`config.mk`:
```
export PLATFORM = sky130hd
export DESIGN_NAME = segway_math_pipe
export DESIGN_NICKNAME = d
export VERILOG_FILES = /design/src/rtl/segway_pkg.sv /design/src/rtl/segway_shape.sv /design/src/rtl/segway_math_pipe.sv
export SDC_FILE = /design/constraint.sdc
export NUM_CORES = 1
export LEC_CHECK = 0
export BUFFER_PORTS_ARGS = -buffer_cell sky130_fd_sc_hd__buf_4
export CELL_PAD_IN_SITES_DETAIL_PLACEMENT = 2
export CELL_PAD_IN_SITES_GLOBAL_PLACEMENT = 2
export CORE_ASPECT_RATIO = 1.75
export CORE_MARGIN = 4
export CORE_UTILIZATION = 35
export DETAILED_ROUTE_END_ITERATION = 10
export HOLD_SLACK_MARGIN = 0.08
export PLACE_DENSITY_LB_ADDON = 0.08
export RECOVER_POWER = 100
export SLEW_MARGIN = 20
export SYNTH_ARGS = -nofsm -noshare
export SYNTH_HDL_FRONTEND = slang
export SYNTH_SLANG_ARGS = --single-unit
```
`constraint.sdc`:
```
create_clock -name clk -period 16.5 [get_ports clk]
set_input_delay 3.3 -clock clk [delete_from_list [all_inputs] [get_ports clk]]
set_output_delay 3.3 -clock clk [all_outputs]
set_load 0.01 [all_outputs]
```
`src/rtl/segway_pkg.sv`:
```
// Shared constants and helpers for the Segway balance-math pipeline.
// Optional slew limiting in segway_math_pipe is enabled by SEGWAY_SLEW_LIMIT_EN.
package segway_pkg;

    localparam int DEF_MIN_DUTY        = 960;
    localparam int DEF_LOW_TORQUE_BAND = 60;
    localparam int DEF_FAST_THRESH     = 1792;

    // Steering clip window in eighths of full scale, so it scales with SPD_W
    localparam int unsigned STEER_CLIP_LO_EIGHTHS = 1;
    localparam int unsigned STEER_CLIP_HI_EIGHTHS = 7;

    function automatic logic signed [31:0] sat_signed(input logic signed [31:0] value,
                                                      input int width);
        logic signed [31:0] max_v;
        logic signed [31:0] min_v;
        max_v = (32'sd1 <<< (width - 1)) - 32'sd1;
        min_v = -max_v - 32'sd1;
        if (value > max_v)
            return max_v;
        else if (value < min_v)
            return min_v;
        return value;
    endfunction

endpackage

```
`src/rtl/segway_shape.sv`:
```
// Deadzone compensation, low-torque gain and signed saturation for one motor side.
module segway_shape
    import segway_pkg::*;
#(
    parameter int SPD_W           = 12,
    parameter int MIN_DUTY        = DEF_MIN_DUTY,
    parameter int LOW_TORQUE_BAND = DEF_LOW_TORQUE_BAND,
    parameter int GAIN_MULT       = 16
) (
    input  logic [SPD_W:0]   torque,
    input  logic             pwr_up,
    output logic [SPD_W-1:0] shaped
);

    logic signed [31:0] t;
    logic signed [31:0] v;

    always_comb begin
        t = 32'($signed(torque));
        if (!pwr_up)
            v = '0;
        else if (t > LOW_TORQUE_BAND)
            v = t + MIN_DUTY;
        else if (t < -LOW_TORQUE_BAND)
            v = t - MIN_DUTY;
        else
            v = t * GAIN_MULT;
        shaped = SPD_W'(sat_signed(v, SPD_W));
    end

endmodule

```
`src/rtl/segway_math_pipe.sv`:
```
// Two-stage balance math: soft-start scaling and steering, then shaping and output.
// Define SEGWAY_SLEW_LIMIT_EN to rate-limit each output by SLEW_STEP per sample.
module segway_math_pipe
    import segway_pkg::*;
#(
    parameter int SPD_W           = 12,
    parameter int SS_W            = 8,
    parameter int MIN_DUTY        = DEF_MIN_DUTY,
    parameter int LOW_TORQUE_BAND = DEF_LOW_TORQUE_BAND,
    parameter int GAIN_MULT       = 16,
    parameter int FAST_THRESH     = DEF_FAST_THRESH,
    parameter int FAST_CNT        = 4,
    parameter int SLEW_STEP       = 64
) (
    input  logic             clk,
    input  logic             rst,
    input  logic             vld,
    input  logic [SPD_W-1:0] PID_cntrl,
    input  logic [SPD_W-1:0] steer_pot,
    input  logic             en_steer,
    input  logic             pwr_up,
    output logic [SPD_W-1:0] lft_spd,
    output logic [SPD_W-1:0] rght_spd,
    output logic             spd_vld,
    output logic             too_fast
);

    localparam int PW = SPD_W + SS_W + 1;
    localparam int CW = $clog2(FAST_CNT + 1);
    localparam logic [SPD_W-1:0] CLIP_LO = SPD_W'(STEER_CLIP_LO_EIGHTHS << (SPD_W - 3));
    localparam logic [SPD_W-1:0] CLIP_HI = SPD_W'(STEER_CLIP_HI_EIGHTHS << (SPD_W - 3));
    localparam logic signed [SPD_W:0] STEER_MID = (SPD_W + 1)'((2 ** (SPD_W - 1)) - 1);
    localparam logic [SS_W-1:0] SS_MAX = '1;

    logic [SS_W-1:0]         ss_tmr;
    logic signed [SPD_W-1:0] pid_s;
    logic signed [SS_W:0]    ss_s;
    logic signed [PW-1:0]    prod;
    logic signed [SPD_W-1:0] pid_ss;
    logic [SPD_W-1:0]        steer_clip;
    logic signed [SPD_W:0]   steer_s;
    logic signed [SPD_W:0]   steer3;
    logic signed [SPD_W:0]   pid_ext;
    logic signed [SPD_W:0]   lft_torque;
    logic signed [SPD_W:0]   rght_torque;

    logic                    s1_vld;
    logic                    s1_pwr_up;
    logic signed [SPD_W:0]   s1_lft;
    logic signed [SPD_W:0]   s1_rght;

    logic [SPD_W-1:0]        shaped_lft;
    logic [SPD_W-1:0]        shaped_rght;
    logic [SPD_W-1:0]        lft_next;
    logic [SPD_W-1:0]        rght_next;
    logic                    over;
    logic [CW-1:0]           fast_cnt;
    logic [CW-1:0]           fast_next;

    always_comb begin
        pid_s   = $signed(PID_cntrl);
        ss_s    = $signed({1'b0, ss_tmr});
        prod    = PW'(pid_s) * PW'(ss_s);
        pid_ss  = SPD_W'(prod >>> SS_W);
        pid_ext = (SPD_W + 1)'(pid_ss);

        if (steer_pot < CLIP_LO)
            steer_clip = CLIP_LO;
        else if (steer_pot > CLIP_HI)
            steer_clip = CLIP_HI;
        else
            steer_clip = steer_pot;
        steer_s = $signed({1'b0, steer_clip}) - STEER_MID;
        steer3  = (steer_s >>> 4) + (steer_s >>> 3);

        lft_torque  = en_steer ? pid_ext + steer3 : pid_ext;
        rght_torque = en_steer ? pid_ext - steer3 : pid_ext;
    end

    // The sample is scaled by the pre-update soft-start value
    always_ff @(posedge clk or posedge rst) begin
        if (rst) begin
            ss_tmr    <= '0;
            s1_vld    <= 1'b0;
            s1_pwr_up <= 1'b0;
            s1_lft    <= '0;
            s1_rght   <= '0;
        end else begin
            s1_vld <= vld;
            if (vld) begin
                if (!pwr_up)
                    ss_tmr <= '0;
                else if (ss_tmr != SS_MAX)
                    ss_tmr <= ss_tmr + SS_W'(1);
                s1_pwr_up <= pwr_up;
                s1_lft    <= lft_torque;
                s1_rght   <= rght_torque;
            end
        end
    end

    segway_shape #(
        .SPD_W          (SPD_W),
        .MIN_DUTY       (MIN_DUTY),
        .LOW_TORQUE_BAND(LOW_TORQUE_BAND),
        .GAIN_MULT      (GAIN_MULT)
    ) u_shape_lft (
        .torque(s1_lft),
        .pwr_up(s1_pwr_up),
        .shaped(shaped_lft)
    );

    segway_shape #(
        .SPD_W          (SPD_W),
        .MIN_DUTY       (MIN_DUTY),
        .LOW_TORQUE_BAND(LOW_TORQUE_BAND),
        .GAIN_MULT      (GAIN_MULT)
    ) u_shape_rght (
        .torque(s1_rght),
        .pwr_up(s1_pwr_up),
        .shaped(shaped_rght)
    );

    function automatic logic [SPD_W-1:0] slew_limit(input logic [SPD_W-1:0] target,
                                                    input logic [SPD_W-1:0] prev);
        logic signed [31:0] diff;
        diff = 32'($signed(target)) - 32'($signed(prev));
        if (diff > SLEW_STEP)
            diff = SLEW_STEP;
        else if (diff < -SLEW_STEP)
            diff = -SLEW_STEP;
        return SPD_W'(32'($signed(prev)) + diff);
    endfunction

    // Over-speed is judged on the value about to be registered, so too_fast
    // rises together with the spd_vld that completes the run
    always_comb begin
`ifdef SEGWAY_SLEW_LIMIT_EN
        lft_next  = s1_pwr_up ? slew_limit(shaped_lft, lft_spd) : '0;
        rght_next = s1_pwr_up ? slew_limit(shaped_rght, rght_spd) : '0;
`else
        lft_next  = shaped_lft;
        rght_next = shaped_rght;
`endif
        over = (32'($signed(lft_next)) > FAST_THRESH) ||
               (32'($signed(rght_next)) > FAST_THRESH);
        if (!s1_pwr_up || !over)
            fast_next = '0;
        else if (fast_cnt == CW'(FAST_CNT))
            fast_next = fast_cnt;
        else
            fast_next = fast_cnt + CW'(1);
    end

    always_ff @(posedge clk or posedge rst) begin
        if (rst) begin
            lft_spd  <= '0;
            rght_spd <= '0;
            spd_vld  <= 1'b0;
            too_fast <= 1'b0;
            fast_cnt <= '0;
        end else begin
            spd_vld <= s1_vld;
            if (s1_vld) begin
                lft_spd  <= lft_next;
                rght_spd <= rght_next;
                fast_cnt <= fast_next;
                too_fast <= (fast_next == CW'(FAST_CNT));
            end
        end
    end

endmodule

```
==> results_tabular.tex <==
\begin{tabular}{lr}
\hline
Metric & Value \\
\hline
\multicolumn{2}{l}{\textbf{Floorplan}} \\
\quad Die H & between 200 and 250 um \\
\quad Die width & between 100 and 150 um \\
\quad Die area & roughly 27000 um2 \\
\quad \# rows & 75 \\
\quad Count of pins on the block boundary & between 50 and 60 \\
\quad Core Footprint & approximately 24000 um2 \\
\quad Starting Density & 0.358 \\
\multicolumn{2}{l}{\textbf{Yosys}} \\
\quad Async SR Flop Fraction & 1.00 \\
\quad Number of distinct library cells after synthesis & about 70 \\
\quad Yosys warnings & 0 \\
\quad Synthesized netlist cell count & 1046 \\
\quad Leading register cell type out of synthesis & dfrtp\_1 \\
\quad Mapped Nets & roughly 1200 \\
\quad Syn Area/Cell & 8.26 um2 \\
\quad Number of enable-type register cells in the synthesized netlist & 0 \\
\quad Synth Cell Area & 8640 um2 \\
\quad Flops \& latches, synth & 64 \\
\quad Fraction of the yosys area taken by sequential cells & 0.185 \\
\multicolumn{2}{l}{\textbf{Timing}} \\
\quad Final hold viol count & 0 \\
\quad Slew at the pin with the worst max-slew slack & $\sim$3.4 ns \\
\quad Total count of max-transition violations in the final report & approximately 160 \\
\quad Final Setup Violations & 0 \\
\quad Final total negative setup slack & 0 ns \\
\quad Part of the cycle the worst path needs & 0.562 \\
\quad Worst-case clock skew & approximately 0.0068 ns \\
\quad Worst-case hold slack & 0.500 ns \\
\quad Setup repair after global routing missed its margin & false \\
\quad Worst Setup Slack, final & just over 7 ns \\
\quad Time the worst path needs with I/O delays and setup & a little over 9 ns \\
\quad Worst relative slew slack & -1.29 \\
\quad F\_max & roughly 0.11 GHz \\
\multicolumn{2}{l}{\textbf{Worst setup path}} \\
\quad Type of destination of the critical path & flop \\
\quad R2r setup slk & 9.57 ns \\
\quad Worst endpoint data arrival time & 9.49 ns \\
\quad Critical path startpoint category & input pin \\
\quad Maximum fanout count along the critical path & 8 \\
\quad Classification of the worst setup path & in2reg \\
\quad Data required time at the worst endpoint & 16.72 ns \\
\multicolumn{2}{l}{\textbf{Outcome}} \\
\quad Violations in the final reports & capacitance limit, slew limit \\
\quad Status & complete, but fails checks \\
\multicolumn{2}{l}{\textbf{Drt}} \\
\quad Total Wirelength & approximately 26000 um \\
\quad Post-DR wirelength/cell & 18.5 um \\
\quad Routed via count divided by cell count & between 5 and 6 \\
\quad Detailed-router iteration count before antenna repair & 4 \\
\quad Number of antenna-violating nets in the routed design & 0 \\
\quad Final routed DRC violation total & 0 \\
\quad Total number of vias & about 7300 \\
\quad Number of DRC violations after detailed-routing iteration 0 & slightly above 200 \\
\multicolumn{2}{l}{\textbf{Clock network}} \\
\quad Number of gates resized after CTS & 0 \\
\quad Clock tree from TritonCTS & done \\
\quad CTS Buf Count & 9 \\
\quad Clock sink count & between 60 and 70 \\
\quad Buffer type at the clock tree root & clkbuf\_16 \\
\quad Buffer levels on the longest clock path & 2 \\
\quad Clock slew seen by the registers of the worst setup and hold paths & roughly 0.05 ns \\
\quad \# H-tree levels & 3 \\
\quad Clock latency at the later pin of the worst-skew pair & roughly 0.34 ns \\
\quad Postcts setup bufs & 0 \\
\quad Count of hold buffers inserted by post-cts repair & 0 \\
\multicolumn{2}{l}{\textbf{Pwr}} \\
\quad Total power density per cell area & between 100 and 150 nW/um2 \\
\quad Flop pwr share & 0.275 \\
\quad Total power after layout & between 0.001 and 0.0015 W \\
\quad Cell Int Power & 0.000571 W \\
\quad Clock share of power & 0.205 \\
\quad Net switching power & 0.000460 W \\
\quad Static Leak & approximately 4.6 nW \\
\quad Proportion of power drawn by combinational gates & 0.520 \\
\quad Switching part of the total & 0.447 \\
\quad Maximum vdd drop & approximately 0.000049 V \\
\multicolumn{2}{l}{\textbf{Global routing}} \\
\quad Number of global-route vias before repair & around 8400 \\
\quad Global-route wire length before repair & approximately 44000 um \\
\quad GRT Resource Usage Total & 0.198 \\
\quad Antenna violations before repair & 0 \\
\quad Maximum number of pins on one net before global-route repair & 65 \\
\quad Residual overflow from global routing & 0 \\
\multicolumn{2}{l}{\textbf{Placement}} \\
\quad Instance area after placement & slightly above 9000 um2 \\
\quad Final RePlAce weighted congestion & roughly 0.81 \\
\quad Port buffer count & between 50 and 60 \\
\quad Dpl ws & 6.87 ns \\
\quad Estimated wirelength of the detail-placed design & between 20000 and 25000 um \\
\multicolumn{2}{l}{\textbf{Hold path}} \\
\quad Path class of the lowest-slack min-delay path & reg2reg \\
\multicolumn{2}{l}{\textbf{Finish}} \\
\quad Diode insertion count for antenna repair & 0 \\
\quad Total number of nets in the final design & $\sim$1300 \\
\quad Number of fillers in the final layout & $\sim$2900 \\
\quad Layout area overhead & 9.72\% \\
\quad Area of all placed cells without fillers & approximately 9500 um2 \\
\quad Ratio of cells with drive above 1 in the final layout & 0.0578 \\
\multicolumn{2}{l}{\textbf{Flow run}} \\
\quad Max-capacitance violation count & 3 \\
\hline
\end{tabular}
final timing paths:
kind | start | end | depth (start not counted)
worst max-delay path | PID_cntrl[1] | s1_rght[11]$_DFFE_PP0P_ | 24
worst min-delay path | lft_spd[10]$_DFFE_PP0P_ | lft_spd[10]$_DFFE_PP0P_ | 1
worst max register to register | ss_tmr[2]$_DFFE_PP0P_ | s1_rght[11]$_DFFE_PP0P_ | 24
worst min register to register | lft_spd[10]$_DFFE_PP0P_ | lft_spd[10]$_DFFE_PP0P_ | 1
max in group asynchronous | rst | s1_rght[6]$_DFFE_PP0P_ | 3
min in group asynchronous | rst | too_fast$_DFFE_PP0P_ | 3
cells in the mapped netlist, types with 4 or more instances:
master / number / area [um2]
inv_1: 146 / 548
nand2_1: 103 / 387
nor2_1: 82 / 308
fa_1: 78 / 1560
ha_1: 77 / 963
a21oi_1: 73 / 365
dfrtp_1: 64 / 1600
and2_1: 63 / 394
xnor2_1: 44 / 385
clkbuf_1: 40 / 150
o21ai_0: 40 / 200
nand3_1: 22 / 110
a31oi_1: 18 / 113
xor2_1: 18 / 158
nor3_1: 15 / 75.1
a21o_1: 12 / 90.1
nand4_1: 10 / 62.6
nand2b_1: 9 / 56.3
buf_2: 8 / 40.0
nor2b_1: 7 / 43.8
mux2_2: 6 / 67.6
mux2i_1: 6 / 60.1
nor4_1: 6 / 37.5
o211ai_1: 6 / 45.0
o21bai_1: 6 / 45.0
o21a_1: 5 / 37.5
o221ai_1: 5 / 43.8
a41oi_1: 4 / 35.0
and3_1: 4 / 25.0
o211a_1: 4 / 40.0
o41ai_1: 4 / 35.0
sequential cells by signal (all words and copies together) (netlist names):
name	flops
rght_spd	12
s1_lft	13
ss_tmr	8
spd_vld	1
lft_spd	12
s1_pwr_up	1
too_fast	1
s1_vld	1
s1_rght	12
fast_cnt	3
layout make-up:
cell class | count | area [um2] | share of cell area
multi-input combinational | 787 | 6280 | 0.663
sequential | 64 | 1600 | 0.169
inverter | 147 | 552 | 0.0582
tap | 308 | 385 | 0.0407
timing repair buffer | 58 | 323 | 0.0341
clock buffer | 14 | 274 | 0.0289
clock inverter | 2 | 60.1 | 0.00634
cells in the final DEF (no fill, tap or decap), drive strengths merged, types with 10 or more instances in the layout:
cell,count
a21o,12
a21oi,73
a31oi,20
and2,63
buf,27
clkbuf,45
dfrtp,64
fa,78
ha,77
inv,146
nand2,103
nand3,22
nand4,10
nor2,82
nor3,16
o21ai,41
xnor2,44
xor2,18
through the flow:
step,instances,util
6_report,1380,0.393
3_5_place_dp,1364,0.384
2_1_floorplan,1046,-
3_3_place_gp,1364,0.384
4_1_cts,1380,0.398
5_1_grt,1380,0.393
routing by layer:
metal  vias to the layer above  wire length (um)  global-route usage
li1                       3506                 -                   -
met1                      3692              9150               0.202
met2                        84             15100               0.401
met3                        38               513              0.0193
met4                         0               810              0.0744
met5                         -                 0                   0
kinds of logic after synthesis:
group                      synth area share
AOI/OAI and AO/OA                     0.164
xor gates and xnor gates             0.0629
adders and majority gates             0.292
buffers and inverters                0.0859
DFF                                   0.185
muxes                                0.0165
and+or+nand+nor                       0.194
worst max-delay path, cell delays in order:
cell and delay, ns:
clkbuf_1 0.15, and2_0 0.22, fa_1 0.46, fa_1 0.54, inv_1 0.05, fa_1 0.47, inv_1 0.06, fa_1 0.49
ha_1 0.29, o21ai_0 0.12, a21oi_1 0.23, o211ai_1 0.16, a21boi_0 0.27, nor2_1 0.09, xnor2_1 0.44, ha_1 0.42
or3b_2 0.51, o2111ai_1 0.14, a41oi_1 0.18, o21bai_1 0.25, a31oi_1 0.13, xor2_1 0.14, o21ai_0 0.10, o22a_1 0.27
power groups by stage:
stage | combinational [W] | clock (W) | sequential (W)
floorplan | 0.000416 | 0 | 0.000250
global route | 0.000615 | 0.000227 | 0.000295
finish | 0.000536 | 0.000211 | 0.000284
global placement | 0.000546 | 0 | 0.000285
detailed placement | 0.000566 | 0 | 0.000287
CTS | 0.000570 | 0.000218 | 0.000285
No activity file was read; power rests on OpenSTA's default activity.
